$ cat src/rtl/gc_collector_pkg.sv
// rtl/gc_collector_pkg.sv - shared types, tag codes and tag decoder for the garbler output collector
//
// Purpose : record type enum, garbler tag encodings and a decoder that maps a
//           garbler tag onto slot-valid bits, record type and index source.
// Contents: rec_type_e, TAG_* constants, idx_src_e, tag_dec_t, decode_tag().
package gc_collector_pkg;

  typedef enum logic [1:0] {
    REC_LABEL = 2'd0,
    REC_KEY   = 2'd1,
    REC_TABLE = 2'd2,
    REC_MASK  = 2'd3
  } rec_type_e;

  localparam logic [2:0] TAG_KEY   = 3'b001;
  localparam logic [2:0] TAG_TABLE = 3'b010;
  localparam logic [2:0] TAG_MASK  = 3'b011;
  localparam int         TAG_LABEL_BIT = 2;

  // Where a record's index comes from: the garbler index inputs, the slot
  // number itself (keys are numbered 0/1), or constant zero (mask).
  typedef enum logic [1:0] {
    IDX_TAG  = 2'd0,
    IDX_SLOT = 2'd1,
    IDX_ZERO = 2'd2
  } idx_src_e;

  typedef struct packed {
    logic      v0;
    logic      v1;
    rec_type_e rtype;
    idx_src_e  idx_src;
  } tag_dec_t;

  // An idle tag decodes to v0 = v1 = 0; callers treat that as "nothing to push".
  function automatic tag_dec_t decode_tag(input logic [2:0] tag);
    tag_dec_t d;
    d.v0      = 1'b0;
    d.v1      = 1'b0;
    d.rtype   = REC_LABEL;
    d.idx_src = IDX_TAG;
    if (tag[TAG_LABEL_BIT]) begin
      d.v0 = tag[0];
      d.v1 = tag[1];
    end else begin
      case (tag)
        TAG_KEY: begin
          d.v0      = 1'b1;
          d.v1      = 1'b1;
          d.rtype   = REC_KEY;
          d.idx_src = IDX_SLOT;
        end
        TAG_TABLE: begin
          d.v0      = 1'b1;
          d.v1      = 1'b1;
          d.rtype   = REC_TABLE;
        end
        TAG_MASK: begin
          d.v0      = 1'b1;
          d.rtype   = REC_MASK;
          d.idx_src = IDX_ZERO;
        end
        default: ;
      endcase
    end
    return d;
  endfunction

endpackage

$ cat src/rtl/gc_pair_fifo.sv
// rtl/gc_pair_fifo.sv - single-clock FWFT FIFO holding one record pair per entry
//
// Purpose : 1-write/1-read synchronous FIFO; the head entry is read straight
//           from registered storage so a push is visible the following cycle.
// Ports   : clk, rst (async, active-low)
//           i_push/i_data   write request and entry
//           i_pop           read request (ignored when empty)
//           o_head          head entry (don't-care when empty)
//           o_full/o_empty/o_count  occupancy
module gc_pair_fifo #(
  parameter type T     = logic,
  parameter int  DEPTH = 16
) (
  input  logic                     clk,
  input  logic                     rst,
  input  logic                     i_push,
  input  T                         i_data,
  input  logic                     i_pop,
  output T                         o_head,
  output logic                     o_full,
  output logic                     o_empty,
  output logic [$clog2(DEPTH):0]   o_count
);

  localparam int AW = $clog2(DEPTH);
  localparam int CW = AW + 1;

  T                r_mem [DEPTH];
  logic [AW-1:0]   r_wr_ptr;
  logic [AW-1:0]   r_rd_ptr;
  logic [CW-1:0]   r_count;
  logic            w_do_push;
  logic            w_do_pop;

  assign o_full  = (r_count == CW'(DEPTH));
  assign o_empty = (r_count == '0);
  assign o_count = r_count;
  assign o_head  = r_mem[r_rd_ptr];

  // A push into a full FIFO is only legal when the head leaves in the same cycle.
  assign w_do_pop  = i_pop && !o_empty;
  assign w_do_push = i_push && (!o_full || w_do_pop);

  always_ff @(posedge clk) begin
    if (w_do_push) begin
      r_mem[r_wr_ptr] <= i_data;
    end
  end

  always_ff @(posedge clk or negedge rst) begin
    if (!rst) begin
      r_wr_ptr <= '0;
      r_rd_ptr <= '0;
      r_count  <= '0;
    end else begin
      if (w_do_push) r_wr_ptr <= r_wr_ptr + 1'b1;
      if (w_do_pop)  r_rd_ptr <= r_rd_ptr + 1'b1;
      case ({w_do_push, w_do_pop})
        2'b10:   r_count <= r_count + 1'b1;
        2'b01:   r_count <= r_count - 1'b1;
        default: r_count <= r_count;
      endcase
    end
  end

endmodule

$ cat src/rtl/gc_output_collector.sv
// rtl/gc_output_collector.sv - collects the garbler result stream into a typed record stream
//
// Purpose : decodes each garbler cycle into up to two records, buffers them
//           one cycle per FIFO entry and drains one record per handshake.
//           The garbler cannot stall, so a push into a full FIFO is dropped
//           and flagged on the sticky overflow output.
// Ports   : clk, rst (async, active-low)
//           tag_t1, cid, index0_t1, index1_t1, data0_t1, data1_t1  garbler stream
//           out_valid/out_ready  record handshake
//           out_type, out_cid, out_index, out_data, out_last  record fields
//           overflow  sticky drop flag
//           done      end-of-run cycle seen and every record drained
module gc_output_collector
  import gc_collector_pkg::*;
#(
  parameter int S     = 10,
  parameter int K     = 128,
  parameter int CC    = 1,
  parameter int DEPTH = 16
) (
  input  logic         clk,
  input  logic         rst,
  input  logic [2:0]   tag_t1,
  input  logic [S-1:0] cid,
  input  logic [S-1:0] index0_t1,
  input  logic [S-1:0] index1_t1,
  input  logic [K-1:0] data0_t1,
  input  logic [K-1:0] data1_t1,
  output logic         out_valid,
  input  logic         out_ready,
  output logic [1:0]   out_type,
  output logic [S-1:0] out_cid,
  output logic [S-1:0] out_index,
  output logic [K-1:0] out_data,
  output logic         out_last,
  output logic         overflow,
  output logic         done
);

  localparam int             CW    = $clog2(DEPTH) + 1;
  localparam logic [S-1:0]   CC_ID = S'(CC);

  typedef struct packed {
    logic          v0;
    logic          v1;
    rec_type_e     rtype;
    logic [S-1:0]  cid;
    logic [S-1:0]  idx0;
    logic [S-1:0]  idx1;
    logic [K-1:0]  data0;
    logic [K-1:0]  data1;
  } rec_pair_t;

  tag_dec_t        w_dec;
  rec_pair_t       w_new;
  rec_pair_t       w_head;
  logic            w_push_req;
  logic            w_push;
  logic            w_pop;
  logic            w_full;
  logic            w_empty;
  logic [CW-1:0]   w_count;
  logic            w_valid;
  logic            w_sel1;
  logic            w_cur_last;
  logic            w_xfer;

  logic            r_sub;
  logic            r_cc_seen;
  logic            r_overflow;
  logic            r_done;

  assign w_dec      = decode_tag(tag_t1);
  assign w_push_req = (cid != CC_ID) && (w_dec.v0 || w_dec.v1);

  always_comb begin
    w_new       = '0;
    w_new.v0    = w_dec.v0;
    w_new.v1    = w_dec.v1;
    w_new.rtype = w_dec.rtype;
    w_new.cid   = cid;
    w_new.data0 = data0_t1;
    w_new.data1 = data1_t1;
    case (w_dec.idx_src)
      IDX_SLOT: begin
        w_new.idx0 = '0;
        w_new.idx1 = S'(1);
      end
      IDX_ZERO: begin
        w_new.idx0 = '0;
        w_new.idx1 = '0;
      end
      default: begin
        w_new.idx0 = index0_t1;
        w_new.idx1 = index1_t1;
      end
    endcase
  end

  gc_pair_fifo #(
    .T     (rec_pair_t),
    .DEPTH (DEPTH)
  ) u_fifo (
    .clk     (clk),
    .rst     (rst),
    .i_push  (w_push),
    .i_data  (w_new),
    .i_pop   (w_pop),
    .o_head  (w_head),
    .o_full  (w_full),
    .o_empty (w_empty),
    .o_count (w_count)
  );

  // Slot selection: slot1 is presented once slot0 has gone, or straight away
  // when the entry never had a slot0 (label cycle with only data1 valid).
  assign w_valid    = !w_empty;
  assign w_sel1     = r_sub || !w_head.v0;
  assign w_cur_last = w_sel1 || !w_head.v1;
  assign w_xfer     = w_valid && out_ready;
  assign w_pop      = w_xfer && w_cur_last;
  assign w_push     = w_push_req && (!w_full || w_pop);

  always_ff @(posedge clk or negedge rst) begin
    if (!rst) begin
      r_sub      <= 1'b0;
      r_cc_seen  <= 1'b0;
      r_overflow <= 1'b0;
      r_done     <= 1'b0;
    end else begin
      if (w_xfer) r_sub <= !w_cur_last;
      if (cid == CC_ID) r_cc_seen <= 1'b1;
      if (w_push_req && !w_push) r_overflow <= 1'b1;
      if (r_cc_seen && w_empty) r_done <= 1'b1;
    end
  end

  // Record fields are forced to zero while nothing is buffered, so an
  // asynchronous reset (which empties the FIFO) clears them at once.
  assign out_valid = w_valid;
  assign out_type  = w_valid ? w_head.rtype : 2'b00;
  assign out_cid   = w_valid ? w_head.cid : '0;
  assign out_index = !w_valid ? '0 : (w_sel1 ? w_head.idx1 : w_head.idx0);
  assign out_data  = !w_valid ? '0 : (w_sel1 ? w_head.data1 : w_head.data0);
  assign out_last  = w_valid && r_cc_seen && (w_count == CW'(1)) && w_cur_last;
  assign overflow  = r_overflow;
  assign done      = r_done;

endmodule

$ cat config.mk
export PLATFORM = sky130hd
export DESIGN_NAME = gc_output_collector
export DESIGN_NICKNAME = d
export VERILOG_FILES = /design/src/rtl/gc_collector_pkg.sv /design/src/rtl/gc_pair_fifo.sv /design/src/rtl/gc_output_collector.sv
export SDC_FILE = /design/constraint.sdc
export NUM_CORES = 2
export LEC_CHECK = 0
export CAP_MARGIN = 20
export CORE_ASPECT_RATIO = 2
export CORE_MARGIN = 5
export CORE_UTILIZATION = 42
export DETAILED_ROUTE_END_ITERATION = 7
export SYNTH_ARGS = -nofsm -noshare
export SYNTH_HDL_FRONTEND = slang
export SYNTH_HIERARCHICAL = 1
export SYNTH_MEMORY_MAX_BITS = 65536
export SYNTH_SLANG_ARGS = --single-unit
$ cat constraint.sdc
create_clock -name clk -period 47.8 [get_ports clk]
set_input_delay 7.17 -clock clk [delete_from_list [all_inputs] [get_ports clk]]
set_output_delay 7.17 -clock clk [all_outputs]
set_load 0.1 [all_outputs]
==> impl_results.md <==
* # DRC at 0
* Total power at approximately 15000 uW
* Routed Antenna Nets at 0
* # Max-Cap Violations at 0
* Vias at around 85000
* Max VDD drop at 133.7 uV
* Worst Hold Path Cells at 1
* Post-Syn Area per Cell at ~23 um^2
* Tmin final at approximately 16 ns
* Leakage at between 0.06 and 0.07 uW
* CP Data Required Time at ~41 ns
* Max-slew violations at 0
* FF-to-FF Start: u_fifo/r_rd_ptr[0]
* Routed wire per std cell at 34.79 um
* Crit Reg-Reg Endpoint: u_fifo/r_mem[7][149]
* Vias per cell at roughly 6.0
* Worst Hold Path EP: done
* Power density over the cells at 72.31 nW/um^2
* CP Class: register to primary output
* Max Freq at 62.22 MHz
* Vias in the first global route at between 80000 and 90000
* Netlist cell types at 48
* Synthesis Warnings at 6
* Register area share after synthesis at between 70 and 80%
* Layout fillers at 33920
* Final-report hold violation count at 0
* Relative slew slack at about a fifth
* Worst Clk Skew at about 0.075 ns
* Unrepaired setup endpoints after global routing: no
* GP Congestion at 0.7546
* Initial DRC Count at 8551
* Post-synth net total at approximately 8000
* Number of synthesized flops with an enable pin at 4640
* Setup Fix Bufs, Post-CTS at 0
* Least-Margin Pin Slew at 1.211 ns
* Num rows at 336
* Die area at ~430000 um^2
* Storage cell area at 139800 um^2
* TritonRoute pass-1 iters at 6
* Die Height at about 930 um
* Worst min path class: register to register
* FF-to-FF path depth at 15
* Mapped Area at between 150000 and 200000 um^2
* Post-synth top cells: edfxtp_1, mux4_2, nand2_1
* Reg2reg setup slack at between 30 and 40 ns
* Die width at 467.7 um
* Area Growth Syn to Fin at 14.23%
* CP Capture Type: primary output
* I/O pins at ~450
* Clock transition at path regs at roughly 0.060 ns
* Min-delay src: done
* Detailed placement HPWL at about 270 mm
* CP max FO at slightly below 100
* Total Routed Length at approximately 500 mm
* Mapped Cells at slightly below 8000
* GRT Overall Usage at between 20 and 25%
* DP Cell Count at 13480
* Clock Latency Late Sink at approximately 0.98 ns
* Largest net degree at the start of global routing at between 100 and 150
* Port bufs at around 450
* FFs w/ async S/R, synth at less than 1%
* Cts bufs inserted at about 410
* Ranking of synthesized cells by area: edfxtp_1, mux4_2, a22oi_1, nand2_1, o22ai_1
* Fin cells at 14280
* Hold_buf cts at 0
* H-tree lvl count at 5
* Dominant synthesized flop cell: edfxtp_1
* Clock root cell: clkbuf_16
* Congestion Overflow GR at 0
* Most numerous cell in the Yosys netlist: edfxtp_1
* Core footprint at around 420000 um^2
* Yosys top cell by area: edfxtp_1
* Arrival @ worst endpoint at a little under 9 ns
* Final worst-path cycle share at 33.62%
* Final net count at between 8000 and 9000
* CTS resizes at 0
* Post-Route Setup TNS at 0 ns
* First-pass GRT wire length at between 600 and 700 mm
* Layout cell share with drive strength beyond 1 at approximately 23%
* Finish-stage setup viols at 0
* Type of origin of the critical path: register
* Initial antenna violation count at between 100 and 150
* Synth top area share at between 70% and 80%
* TritonCTS clock tree: built
* CTS max path bufs at 4
* Area of the multi-input gates at between 30000 and 40000 um^2
* Register bit total from synthesis at approximately 4700
* Status: finished, final reports clean
* Clk sink count at 4657
* Initial Util at about 42%
[metal layers]
metal,wire length [um],global-route usage [%],vias to the layer above
met4,15810,6.791,82
met2,254600,38.92,3534
met1,188000,29.31,46990
li1,-,-,33970
met3,37840,4.553,781
met5,543,0,-
[where the power goes]
group          internal [uW]  switching (uW)  total, uW  leakage [uW]
clock                   1860            1480       3350       0.00649
sequential              5110             141       5260        0.0422
combinational           1770            4160       5930        0.0137
[per-stage QoR]
step | cell area (um^2) | hold slack [ns] | worst slack [ns] | utilization, %
after CTS | 200800 | 0.4807 | 31.41 | 48.05
final | 201000 | 0.4850 | 31.73 | 48.11
after global routing | 200900 | 0.4877 | 30.96 | 48.09
after detailed placement | 187500 | 0.4629 | 32.48 | 44.87
after floorplan | 176000 | 0.4577 | 11.08 | -
after global placement | 187300 | 0.4609 | 32.51 | 44.82
[state kept, by name (all words and copies together), names as in the netlist]
| register | count |
|---|---|
| u_fifo/r_mem | 4640 |
| u_fifo/o_count | 5 |
| u_fifo/r_rd_ptr | 4 |
| u_fifo/r_wr_ptr | 4 |
| done | 1 |
| overflow | 1 |
| r_cc_seen | 1 |
| r_sub | 1 |
[cells by family (layout without fill, tap and decap cells)]
logic type | after synthesis | count (layout) | synth area share (%)
DFF | 4657 | 4657 | 79.42
and+or+nand+nor | 667 | 667 | 1.541
xor gates and xnor gates | 10 | 10 | 0.04977
AOI/OAI and AO/OA | 736 | 736 | 2.836
adders and majority gates | 10 | 10 | 0.07537
buffers and inverters | 456 | 1406 | 1.195
muxes | 1166 | 1166 | 14.89
other | 0 | 48 | 0
[cell type report]
cell class	instances	area share [%]
Sequential cell	4657	69.53
Multi-Input combinational cell	2589	17.05
Clock buffer	492	5.257
Tap cell	5577	3.471
Timing Repair Buffer	651	3.243
Clock inverter	248	1.362
Antenna cell	48	0.05975
Inverter	15	0.02801
[cell usage in the layout (no fill, tap or decap), types with 3 or more instances in the layout]
master / Yosys / routed
edfxtp_1: 4640 / 4640
mux4_2: 1160 / 1160
nand2_1: 493 / 491
clkdlybuf4s50_1: 0 / 439
a22oi_1: 422 / 422
clkbuf_16: 0 / 410
buf_4: 10 / 173
o22ai_1: 158 / 158
a21oi_1: 141 / 141
nor2_1: 95 / 88
clkbuf_1: 207 / 82
clkinv_1: 0 / 78
clkinv_2: 0 / 74
bufinv_16: 0 / 52
diode_2: 0 / 48
buf_12: 0 / 33
and2_1: 30 / 21
inv_1: 14 / 14
clkinvlp_4: 0 / 14
dfrtp_1: 17 / 14
nor2b_1: 17 / 13
inv_6: 0 / 11
ha_1: 9 / 9
and2_4: 0 / 9
xnor2_1: 8 / 8
inv_16: 0 / 7
nand2b_1: 10 / 6
clkinv_4: 0 / 6
nor2_4: 0 / 6
buf_16: 0 / 6
nand3_1: 4 / 4
nor4_2: 0 / 4
nor2b_4: 0 / 3
a21o_1: 3 / 3
nor4_1: 7 / 3
clkinv_8: 0 / 3
dfrtp_4: 0 / 3
[how the worst max path moves through the flow]
stage | from | cells after the start | slack [ns] | end
6_report | u_fifo/r_rd_ptr[0] | 11 | 31.73 | out_data[14]
2_1_floorplan | out_ready | 6 | 11.08 | u_fifo/r_mem[0][0]
4_1_cts | u_fifo/r_rd_ptr[0] | 11 | 31.41 | out_data[14]
3_3_place_gp | u_fifo/r_rd_ptr[0] | 11 | 32.51 | out_data[14]
3_5_place_dp | u_fifo/r_rd_ptr[0] | 11 | 32.48 | out_data[14]
5_1_grt | u_fifo/r_rd_ptr[0] | 11 | 30.96 | out_data[14]
[critical path, cell delays in order (launching register included)]
cell,delay [ns]
dfrtp_4,1.02
buf_12,0.69
buf_4,0.85
buf_4,0.82
buf_4,0.76
buf_12,0.60
mux4_2,0.36
a22oi_1,0.09
nand2_1,0.26
nand2_1,0.14
a21oi_1,0.61
clkdlybuf4s50_1,1.28
Power figures use the tool's default switching activity.
